File: src/rtl/spi_xfer_engine_pkg.sv
// Shared definitions for the SPI transfer engine: SB_SPI register offsets
// (low address nibble), status bit indices, fixed register values and the
// bus request record passed from the sequencer to the bus access unit.
package spi_xfer_engine_pkg;

  localparam logic [3:0] OFS_CR1  = 4'h9;
  localparam logic [3:0] OFS_CR2  = 4'hA;
  localparam logic [3:0] OFS_BR   = 4'hB;
  localparam logic [3:0] OFS_SR   = 4'hC;
  localparam logic [3:0] OFS_TXDR = 4'hD;
  localparam logic [3:0] OFS_RXDR = 4'hE;
  localparam logic [3:0] OFS_CSR  = 4'hF;

  localparam int SR_TIP  = 7;
  localparam int SR_BUSY = 6;
  localparam int SR_TRDY = 4;
  localparam int SR_RRDY = 3;

  localparam logic [7:0] CR1_EN  = 8'h80;
  localparam logic [7:0] CSR_ON  = 8'hFE;
  localparam logic [7:0] CSR_OFF = 8'hFF;

  typedef struct packed {
    logic       we;
    logic [3:0] ofs;
    logic [7:0] wdata;
  } bus_req_t;

endpackage

File: src/rtl/spi_xfer_engine_if.sv
// System-bus signals between the transfer engine and wb_bus.
//  cs/we/addr/din : access request, driven by the master
//  dout/rdy       : read data and completion strobe, driven by the slave
interface spi_xfer_engine_if;
  logic       cs;
  logic       we;
  logic [7:0] addr;
  logic [7:0] din;
  logic [7:0] dout;
  logic       rdy;

  modport master (output cs, we, addr, din, input dout, rdy);
  modport slave  (input cs, we, addr, din, output dout, rdy);
endinterface

File: src/rtl/spi_xfer_engine_wb_access.sv
// Single bus access unit. Accepts a request (req_i with we/addr/wdata) while
// the bus is idle, holds cs/we/addr/din stable until rdy, then signals ack_o
// in the rdy cycle with rdata_o carrying bus dout for that cycle.
//  clk, rst          : clock, async active-high reset
//  req_i/we_i/addr_i/wdata_i : access request (level, held until ack_o)
//  ack_o, rdata_o    : completion and read data (combinational on rdy)
//  bus               : master side of the wb_bus interface
module spi_xfer_engine_wb_access (
  input  logic       clk,
  input  logic       rst,
  input  logic       req_i,
  input  logic       we_i,
  input  logic [7:0] addr_i,
  input  logic [7:0] wdata_i,
  output logic       ack_o,
  output logic [7:0] rdata_o,
  spi_xfer_engine_if.master bus
);

  logic       cs_q, cs_d;
  logic       we_q, we_d;
  logic [7:0] addr_q, addr_d;
  logic [7:0] din_q, din_d;

  // A new access is only accepted while cs_q is low; since cs_q drops on the
  // rdy edge, at least one idle cycle always separates two accesses.
  always_comb begin
    cs_d   = cs_q;
    we_d   = we_q;
    addr_d = addr_q;
    din_d  = din_q;
    if (cs_q) begin
      if (bus.rdy) cs_d = 1'b0;
    end else if (req_i) begin
      cs_d   = 1'b1;
      we_d   = we_i;
      addr_d = addr_i;
      din_d  = wdata_i;
    end
  end

  always_ff @(posedge clk or posedge rst) begin
    if (rst) begin
      cs_q   <= 1'b0;
      we_q   <= 1'b0;
      addr_q <= 8'h00;
      din_q  <= 8'h00;
    end else begin
      cs_q   <= cs_d;
      we_q   <= we_d;
      addr_q <= addr_d;
      din_q  <= din_d;
    end
  end

  assign ack_o    = cs_q & bus.rdy;
  assign rdata_o  = bus.dout;
  assign bus.cs   = cs_q;
  assign bus.we   = we_q;
  assign bus.addr = addr_q;
  assign bus.din  = din_q;

endmodule

File: src/rtl/spi_xfer_engine.sv
// Byte-level SPI master sequencer in front of wb_bus / SB_SPI. One start
// pulse runs: optional one-time init (CR1, CR2, BR), optional CS assert,
// TRDY poll, TXDR write, RRDY poll, RXDR read, optional CS release.
//  clk, rst     : clock, async active-high reset
//  start_i      : transfer request pulse (ignored unless idle)
//  tx_data_i    : byte to send, cs_hold_i : keep CS asserted afterwards
//  busy_o       : transfer in progress
//  done_o       : one-cycle end-of-transfer pulse
//  rx_data_o    : received byte, err_o : poll timeout flag
//  bus          : master side of the wb_bus interface
module spi_xfer_engine
  import spi_xfer_engine_pkg::*;
#(
  parameter logic [3:0] ADDR74     = 4'h0,
  parameter logic [7:0] BR_VAL     = 8'h05,
  parameter logic [7:0] CR2_VAL    = 8'hC0,
  parameter int         POLL_LIMIT = 1023
) (
  input  logic       clk,
  input  logic       rst,
  input  logic       start_i,
  input  logic [7:0] tx_data_i,
  input  logic       cs_hold_i,
  output logic       busy_o,
  output logic       done_o,
  output logic [7:0] rx_data_o,
  output logic       err_o,
  spi_xfer_engine_if.master bus
);

  localparam logic [3:0] S_IDLE      = 4'd0;
  localparam logic [3:0] S_INIT_CR1  = 4'd1;
  localparam logic [3:0] S_INIT_CR2  = 4'd2;
  localparam logic [3:0] S_INIT_BR   = 4'd3;
  localparam logic [3:0] S_CS_ON     = 4'd4;
  localparam logic [3:0] S_POLL_TRDY = 4'd5;
  localparam logic [3:0] S_WR_TX     = 4'd6;
  localparam logic [3:0] S_POLL_RRDY = 4'd7;
  localparam logic [3:0] S_RD_RX     = 4'd8;
  localparam logic [3:0] S_CS_OFF    = 4'd9;
  localparam logic [3:0] S_TIMEOUT   = 4'd10;
  localparam logic [3:0] S_DONE      = 4'd11;

  localparam logic [9:0] POLL_LAST = 10'(POLL_LIMIT - 1);

  logic [3:0] state_q, state_d;
  logic [7:0] tx_q, tx_d;
  logic       hold_q, hold_d;
  logic       init_q, init_d;
  logic       csa_q, csa_d;
  logic [9:0] cnt_q, cnt_d;
  logic [7:0] rx_q, rx_d;
  logic       err_q, err_d;

  bus_req_t   rq;
  logic       req, ack;
  logic [7:0] rdata;
  logic       is_poll, poll_hit;

  // Bus request implied by the current state.
  always_comb begin
    req = 1'b1;
    rq  = '{1'b1, OFS_CSR, CSR_OFF};
    unique case (state_q)
      S_INIT_CR1:               rq = '{1'b1, OFS_CR1, CR1_EN};
      S_INIT_CR2:               rq = '{1'b1, OFS_CR2, CR2_VAL};
      S_INIT_BR:                rq = '{1'b1, OFS_BR, BR_VAL};
      S_CS_ON:                  rq = '{1'b1, OFS_CSR, CSR_ON};
      S_POLL_TRDY, S_POLL_RRDY: rq = '{1'b0, OFS_SR, 8'h00};
      S_WR_TX:                  rq = '{1'b1, OFS_TXDR, tx_q};
      S_RD_RX:                  rq = '{1'b0, OFS_RXDR, 8'h00};
      S_CS_OFF, S_TIMEOUT:      rq = '{1'b1, OFS_CSR, CSR_OFF};
      default:                  req = 1'b0;
    endcase
  end

  spi_xfer_engine_wb_access u_acc (
    .clk     (clk),
    .rst     (rst),
    .req_i   (req),
    .we_i    (rq.we),
    .addr_i  ({ADDR74, rq.ofs}),
    .wdata_i (rq.wdata),
    .ack_o   (ack),
    .rdata_o (rdata),
    .bus     (bus)
  );

  assign is_poll  = (state_q == S_POLL_TRDY) || (state_q == S_POLL_RRDY);
  assign poll_hit = (state_q == S_POLL_TRDY) ? rdata[SR_TRDY] : rdata[SR_RRDY];

  always_comb begin
    state_d = state_q;
    tx_d    = tx_q;
    hold_d  = hold_q;
    init_d  = init_q;
    csa_d   = csa_q;
    rx_d    = rx_q;
    err_d   = err_q;
    // Counter restarts whenever we are outside a poll state, so each poll
    // phase begins at zero.
    cnt_d   = is_poll ? cnt_q : 10'd0;
    unique case (state_q)
      S_IDLE: if (start_i) begin
        tx_d   = tx_data_i;
        hold_d = cs_hold_i;
        err_d  = 1'b0;
        state_d = !init_q ? S_INIT_CR1 : (!csa_q ? S_CS_ON : S_POLL_TRDY);
      end
      S_INIT_CR1: if (ack) state_d = S_INIT_CR2;
      S_INIT_CR2: if (ack) state_d = S_INIT_BR;
      S_INIT_BR: if (ack) begin
        init_d  = 1'b1;
        state_d = !csa_q ? S_CS_ON : S_POLL_TRDY;
      end
      S_CS_ON: if (ack) begin
        csa_d   = 1'b1;
        state_d = S_POLL_TRDY;
      end
      S_POLL_TRDY, S_POLL_RRDY: if (ack) begin
        if (poll_hit)                state_d = (state_q == S_POLL_TRDY) ? S_WR_TX : S_RD_RX;
        else if (cnt_q == POLL_LAST) state_d = S_TIMEOUT;
        else                         cnt_d = cnt_q + 10'd1;
      end
      S_WR_TX: if (ack) state_d = S_POLL_RRDY;
      S_RD_RX: if (ack) begin
        rx_d    = rdata;
        state_d = hold_q ? S_DONE : S_CS_OFF;
      end
      S_CS_OFF: if (ack) begin
        csa_d   = 1'b0;
        state_d = S_DONE;
      end
      // Timeout drops CS and forces a fresh init on the next transfer.
      S_TIMEOUT: if (ack) begin
        csa_d   = 1'b0;
        init_d  = 1'b0;
        err_d   = 1'b1;
        state_d = S_DONE;
      end
      S_DONE:  state_d = S_IDLE;
      default: state_d = S_IDLE;
    endcase
  end

  always_ff @(posedge clk or posedge rst) begin
    if (rst) begin
      state_q <= S_IDLE;
      tx_q    <= 8'h00;
      hold_q  <= 1'b0;
      init_q  <= 1'b0;
      csa_q   <= 1'b0;
      cnt_q   <= 10'd0;
      rx_q    <= 8'h00;
      err_q   <= 1'b0;
    end else begin
      state_q <= state_d;
      tx_q    <= tx_d;
      hold_q  <= hold_d;
      init_q  <= init_d;
      csa_q   <= csa_d;
      cnt_q   <= cnt_d;
      rx_q    <= rx_d;
      err_q   <= err_d;
    end
  end

  assign busy_o    = (state_q != S_IDLE) && (state_q != S_DONE);
  assign done_o    = (state_q == S_DONE);
  assign rx_data_o = rx_q;
  assign err_o     = err_q;

endmodule

File: src/flat_wrapper.sv
// flat-port wrapper written by rule: the top's interface ports become plain ports
module spi_xfer_engine_flat import spi_xfer_engine_pkg::*;
#(
  parameter logic [3:0] ADDR74     = 4'h0,
  parameter logic [7:0] BR_VAL     = 8'h05,
  parameter logic [7:0] CR2_VAL    = 8'hC0,
  parameter int         POLL_LIMIT = 1023
)
  (clk, rst, start_i, tx_data_i, cs_hold_i, busy_o, done_o, rx_data_o, err_o, bus_cs, bus_we, bus_addr, bus_din, bus_dout, bus_rdy);
  spi_xfer_engine_if bus_i ();
  input  logic clk;
  input  logic rst;
  input  logic start_i;
  input  logic [7:0] tx_data_i;
  input  logic cs_hold_i;
  output logic busy_o;
  output logic done_o;
  output logic [7:0] rx_data_o;
  output logic err_o;
  output wire logic [$bits(bus_i.cs)-1:0] bus_cs;
  output wire logic [$bits(bus_i.we)-1:0] bus_we;
  output wire logic [$bits(bus_i.addr)-1:0] bus_addr;
  output wire logic [$bits(bus_i.din)-1:0] bus_din;
  input wire logic [$bits(bus_i.dout)-1:0] bus_dout;
  input wire logic [$bits(bus_i.rdy)-1:0] bus_rdy;
  assign bus_cs = bus_i.cs;
  assign bus_we = bus_i.we;
  assign bus_addr = bus_i.addr;
  assign bus_din = bus_i.din;
  assign bus_i.dout = bus_dout;
  assign bus_i.rdy = bus_rdy;
  spi_xfer_engine #(.ADDR74(ADDR74), .BR_VAL(BR_VAL), .CR2_VAL(CR2_VAL), .POLL_LIMIT(POLL_LIMIT)) u_core (.clk(clk), .rst(rst), .start_i(start_i), .tx_data_i(tx_data_i), .cs_hold_i(cs_hold_i), .busy_o(busy_o), .done_o(done_o), .rx_data_o(rx_data_o), .err_o(err_o), .bus(bus_i));
endmodule
File: config.mk
export PLATFORM = sky130hd
export DESIGN_NAME = spi_xfer_engine_flat
export DESIGN_NICKNAME = d
export VERILOG_FILES = /design/src/rtl/spi_xfer_engine_pkg.sv /design/src/rtl/spi_xfer_engine_if.sv /design/src/rtl/spi_xfer_engine_wb_access.sv /design/src/rtl/spi_xfer_engine.sv /design/src/flat_wrapper.sv
export SDC_FILE = /design/constraint.sdc
export NUM_CORES = 1
export LEC_CHECK = 0
export BUFFER_PORTS_ARGS = -buffer_cell sky130_fd_sc_hd__buf_2
export CELL_PAD_IN_SITES_DETAIL_PLACEMENT = 0
export CELL_PAD_IN_SITES_GLOBAL_PLACEMENT = 1
export CORE_ASPECT_RATIO = 1.4
export CORE_UTILIZATION = 42
export CTS_CLUSTER_SIZE = 40
export DETAILED_ROUTE_END_ITERATION = 8
export PLACE_DENSITY_LB_ADDON = 0.1
export RECOVER_POWER = 25
export SETUP_SLACK_MARGIN = 0.5
export SLEW_MARGIN = 20
export SYNTH_ARGS = -nofsm -noshare
export SYNTH_HDL_FRONTEND = slang
export SYNTH_SLANG_ARGS = --single-unit
File: constraint.sdc
create_clock -name clk -period 2.5 [get_ports clk]
set_input_delay 0.125 -clock clk [delete_from_list [all_inputs] [get_ports clk]]
set_output_delay 0.125 -clock clk [all_outputs]
set_load 0.02 [all_outputs]
Yosys cells after proc, flatten, opt, wreduce, memory -nomap -nowiden
Index checks and enable logic that the tools add are counted.

word-level totals
  register bits = 48
  output and inout port bits = 29
  bits of input ports = 21

operators by class
  eq/ne operators = 24
  bitwise operators = 2
  reduce and logical (&&, ||, !) cells = 17
  multiplexer cells = 33
  add/subtract/negate cells = 1

operator list
  operator                                       number
  one-hot mux 13 bit (7 select lines)            1
  2-to-1 mux 10 bit                              5
  2-to-1 mux 4 bit                               12
  one-hot mux 4 bit (9 select lines)             1
  != test 2 x 1 -> 1 bit, second input constant  9
  == test 4 x 3 -> 1 bit, second input constant  4
  == test 4 bit, second input constant           4
  adder 10 x 1 -> 10 bit, second input constant  1
  == test 10 bit, second input constant          1
  AND reduction 10 bit                           1
  OR reduction 10 bit                            1
  2-to-1 mux 1 bit                               9
  AND reduction 3 bit                            3
  == test 4 x 2 -> 1 bit, second input constant  2
  one-hot mux 1 bit (2 select lines)             3
  AND reduction 2 bit                            3
  nonzero test 2 bit                             3
  == test 4 x 1 -> 1 bit, second input constant  1
  logical NOT 4 bit                              1
  != test 4 bit, second input constant           1
  nonzero test 4 bit                             1
  OR reduction 2 bit                             2
  2-to-1 mux 3 bit                               1
  != test 3 x 1 -> 1 bit, second input constant  1
  other kinds (6)                                6

Depth between registers and ports, before layout
  word-level depth = 7
  gate-level depth with buffers = 7
  gate-level depth less buffers = 7

Modules after synthesis
A second synthesis with hierarchy kept.

second synthesis, totals
  cells, all modules = 267
  area, all modules = 2,795.2 um2

modules (own cells, without submodules)
  module                     times used  area an instance (um2)  cells each
  spi_xfer_engine            1           2,005.7                 217
  spi_xfer_engine_wb_access  1           789.5                   50

Worst setup path after synthesis
No wires, ideal clock.

  path kind = flip-flop to flip-flop
  start = reg u_core.state_q[3]
  end = reg u_core.cnt_q[9]
  path slack = 0.506 ns
  arrival time = 1.916 ns
  stages on the path, launching flop included = 6
  cell sequence = dfrtp_1 -> nor4bb_1 -> mux2i_2 -> nand3_2 -> or4_1 -> a21oi_1

on the way
  longest elaborated chain between the ends = 7
  elaborated cells between the ends (all ways) = 10

ends and longest elaborated chain
  item                                              RTL line                                                              text
  start, declared                                   spi_xfer_engine.sv:46                                                 logic [3:0] state_q, state_d;
  start signal, assigned                            spi_xfer_engine.sv:157                                                state_q <= state_d;
  == test 4 x 3 -> 1 bit, on equally long branches  spi_xfer_engine.sv:89, spi_xfer_engine.sv:90, spi_xfer_engine.sv:103
  logical OR 1 bit                                  spi_xfer_engine.sv:89                                                 assign is_poll = (state_q == S_POLL_TRDY) || (state_q == S_POLL_RRDY);
  2-to-1 mux 10 bit                                 spi_xfer_engine.sv:102                                                cnt_d = is_poll ? cnt_q : 10'd0;
  2-to-1 mux 10 bit                                 spi_xfer_engine.sv:122                                                else if (cnt_q == POLL_LAST) state_d = S_TIMEOUT;
  2-to-1 mux 10 bit                                 spi_xfer_engine.sv:121                                                if (poll_hit) state_d = (state_q == S_POLL_TRDY) ? S_WR_TX : S_RD_RX;
  2-to-1 mux 10 bit                                 spi_xfer_engine.sv:120                                                S_POLL_TRDY, S_POLL_RRDY: if (ack) begin
  2-to-1 mux 10 bit (*)                             spi_xfer_engine.sv:103                                                unique case (state_q)
  via u_core.cnt_d[9]                               spi_xfer_engine.sv:51                                                 logic [9:0] cnt_q, cnt_d;
  end signal, assigned                              spi_xfer_engine.sv:162                                                cnt_q <= cnt_d;
  end, declared                                     spi_xfer_engine.sv:51

The timed path passes the listed nets; every way through them passes the cells marked *.
A chain may end at the register's enable or synchronous reset.

Worst setup path in the final report
Same ends and word-level chain as after synthesis.

==> results by group <==
Outcome
  • Outcome: finished, violations left
  • Failing checks: capacitance limit, slew limit

Worst hold path
  • Hold Crit Class: primary input to register

Die
  • I/O pins: 50
  • Starting Density: 0.445
  • FP Rows: 32
  • Die height: 93.2 µm
  • DIE WIDTH: 67.1 µm
  • DIE AREA: 6260 µm²
  • Core footprint: 5610 µm²

STA
  • Final min period: 1.96 ns
  • Tightest hold margin: 0.0416 ns
  • Worst Skew: 0.00959 ns
  • Hold Vio Cnt, Final: 0
  • Fin. max-slew vios: 49
  • Setup violators final: 0
  • Setup total negative slack: 0 ns
  • RSZ-0062 raised after global routing: yes
  • Max-slew headroom at the worst pin: -0.388
  • Slew at the pin with the worst max-slew slack: 2.07 ns
  • Final period util: 0.783
  • Max frequency: 511 MHz

Synth
  • Synth cell count leaders: 48 x dfrtp_1, 30 x nor2_1, 22 x nand2_1, 20 x a21oi_1, 18 x mux2_2
  • Mapped Area: 2490 µm²
  • Sequential share of the synthesized area: 0.481
  • Synth unique cells: 51
  • Post-synth EDFFs: 0
  • Average size of a mapped cell: 9.63 µm²
  • Post-synth top flop: dfrtp_1
  • Share of the synthesized area in the top cell type: 0.481
  • Synth area leader: dfrtp_1
  • Post-synthesis register bit count: 48
  • Cell with the most instances after synthesis: dfrtp_1
  • Cells after Synth: 259
  • Yosys warns: 0
  • Top cells by area, synth: dfrtp_1 48%, mux2_2 8.1%, nor2_1 4.5%
  • Async set-reset flop share out of synthesis: 1.00

Detailed routing
  • DR vias/cell: 5.45
  • Routed Antenna Nets: 0
  • Vias: 2040
  • Drt wl/cell: 15.5 µm
  • Pre-antenna DRT Iters: 4
  • DR DRC count: 0
  • Drt total wl: 5.78 mm
  • Drt first-iter violations: 80

Clock tree
  • # H-tree levels: 2
  • Hold_buf cts: 0
  • Clock sinks: 48
  • Clock Latency Late Sink: 0.31 ns
  • CTS max path bufs: 2
  • Num CTS Buffers: 5
  • CTS tree: done
  • Reg clk slew, reported paths: 0.10 ns
  • Clock Tree Root: clkbuf_8

Cells and area
  • Design Area, Final: 2910 µm²
  • Final nets: 328
  • Util after Layout: 0.520
  • Filler cells: 556
  • Area Growth Syn to Fin: 16.8%
  • Ant diodes: 0
  • Share of layout cells above drive strength 1: 0.304

Global route
  • Global-route wire length before repair: 9.48 mm
  • Final global-route overflow total: 0
  • Largest net degree at the start of global routing: 49
  • Vias in the first global route: 2065
  • Total GRT Usage: 0.204
  • Initial antenna violation count: 0

Setup path
  • CP arrival: 2.19 ns
  • Cells along the critical path: nor4bb_2 -> mux2i_2 -> nand3_2 -> or4_1 -> a21oi_1
  • Worst setup EP type: register
  • Required time worst endpoint: 2.73 ns
  • CP max FO: 6
  • Crit path largest cell delay: 0.49 ns
  • Crit Path Class: register to register
  • Startpoint Class: register
  • CP max-delay cell: or4_1

Placement
  • Area post-placement: 2780 µm²
  • I/O Buffers: 45
  • Post-DP HPWL: 3.99 mm
  • GPL Wtd Cong: 0.803

Pwr
  • Power Dens Cells: 1170 nW/µm²
  • Max IR drop VDD: 602 µV
  • P_leak: 1.33 nW

Run
  • Max Cap Viol: 1
[timing repair]
item                                   in CTS  in global routing
setup endpoints to repair                   2                 22
pin swaps                                   0                  0
endpoints found under the hold margin       0                  0
resized for setup                           1                  4
buffers inserted                            1                  1
gates cloned                                0                  0
[layer usage]
layer | vias to the layer above | global-route usage | wire, µm
met4 | 0 | 0.0922 | 165
met5 | - | 0 | 0
met2 | 45 | 0.346 | 3000
met3 | 12 | 0.0463 | 186
li1 | 996 | - | -
met1 | 987 | 0.237 | 2420
[power by group]
| part | switching [mW] | internal, mW | total [mW] |
|---|---|---|---|
| registers | 0.163 | 1.05 | 1.22 |
| logic | 1.02 | 0.669 | 1.69 |
| clock network | 0.270 | 0.227 | 0.497 |
| total | 1.45 | 1.95 | 3.40 |
[flip-flops by register name, indices dropped and copies added, names as in the netlist]
register / count
u_core.rx_data_o: 8
u_core.state_q: 4
u_core.err_o: 1
u_core.hold_q: 1
u_core.u_acc.bus.addr: 4
u_core.tx_q: 8
u_core.u_acc.bus.we: 1
u_core.u_acc.bus.din: 8
u_core.init_q: 1
u_core.csa_q: 1
u_core.u_acc.bus.cs: 1
u_core.cnt_q: 10
[final timing paths]
check,start,to,slack [ns],cells after the start
worst max-delay path,u_core.state_q[3],u_core.cnt_q[9],0.54,5
worst min-delay path,bus_dout[0],u_core.rx_data_o[0],0.04,2
worst max register to register,u_core.state_q[3],u_core.cnt_q[9],0.54,5
worst min register to register,u_core.u_acc.bus.addr[3],u_core.u_acc.bus.addr[3],0.46,1
max in group asynchronous,rst,u_core.state_q[3],1.21,2
min in group asynchronous,rst,u_core.rx_data_o[6],0.34,2
[through the flow]
step | instances | setup WS, ns | power (mW)
4_1_cts | 373 | 0.536 | 3.42
5_1_grt | 374 | 0.455 | 3.66
2_1_floorplan | 262 | 0.506 | 2.41
3_5_place_dp | 364 | 0.368 | 2.90
3_3_place_gp | 364 | 0.463 | 2.87
6_report | 374 | 0.544 | 3.40
[cell usage in the layout (no fill, tap or decap), types with 7 or more instances in the layout]
master	count
nand2_1	20
dfrtp_1	48
nand2b_1	7
o21ai_0	12
buf_4	8
mux2_2	18
nor2_1	29
a21oi_1	20
buf_2	45
[worst max-delay path: cells and delay by family, from the launching register on]
family	cells	cell delay, ns
muxes	1	0.30
AOI/OAI and AO/OA	1	0.16
DFF	1	0.40
and+or+nand+nor	3	1.02
[layout make-up]
cell class                 instances  area, µm²  area share
inverter                           5       20.0     0.00687
clock inverter                     2       13.8     0.00472
timing repair buffer              53        285      0.0979
sequential                        48       1200       0.412
tap                               68       85.1      0.0292
multi-input combinational        192       1230       0.421
clock buffer                       6       82.6      0.0283
[kinds of logic after synthesis]
kind of cell | Yosys count | synth area share
adders and majority gates | 2 | 0.0100
other | 1 | 0.00150
xor gates and xnor gates | 6 | 0.0211
DFF | 48 | 0.481
buffers and inverters | 22 | 0.0391
and+or+nand+nor | 103 | 0.211
AOI/OAI and AO/OA | 56 | 0.140
muxes | 21 | 0.0953
(Power assumes the default switching activity.)
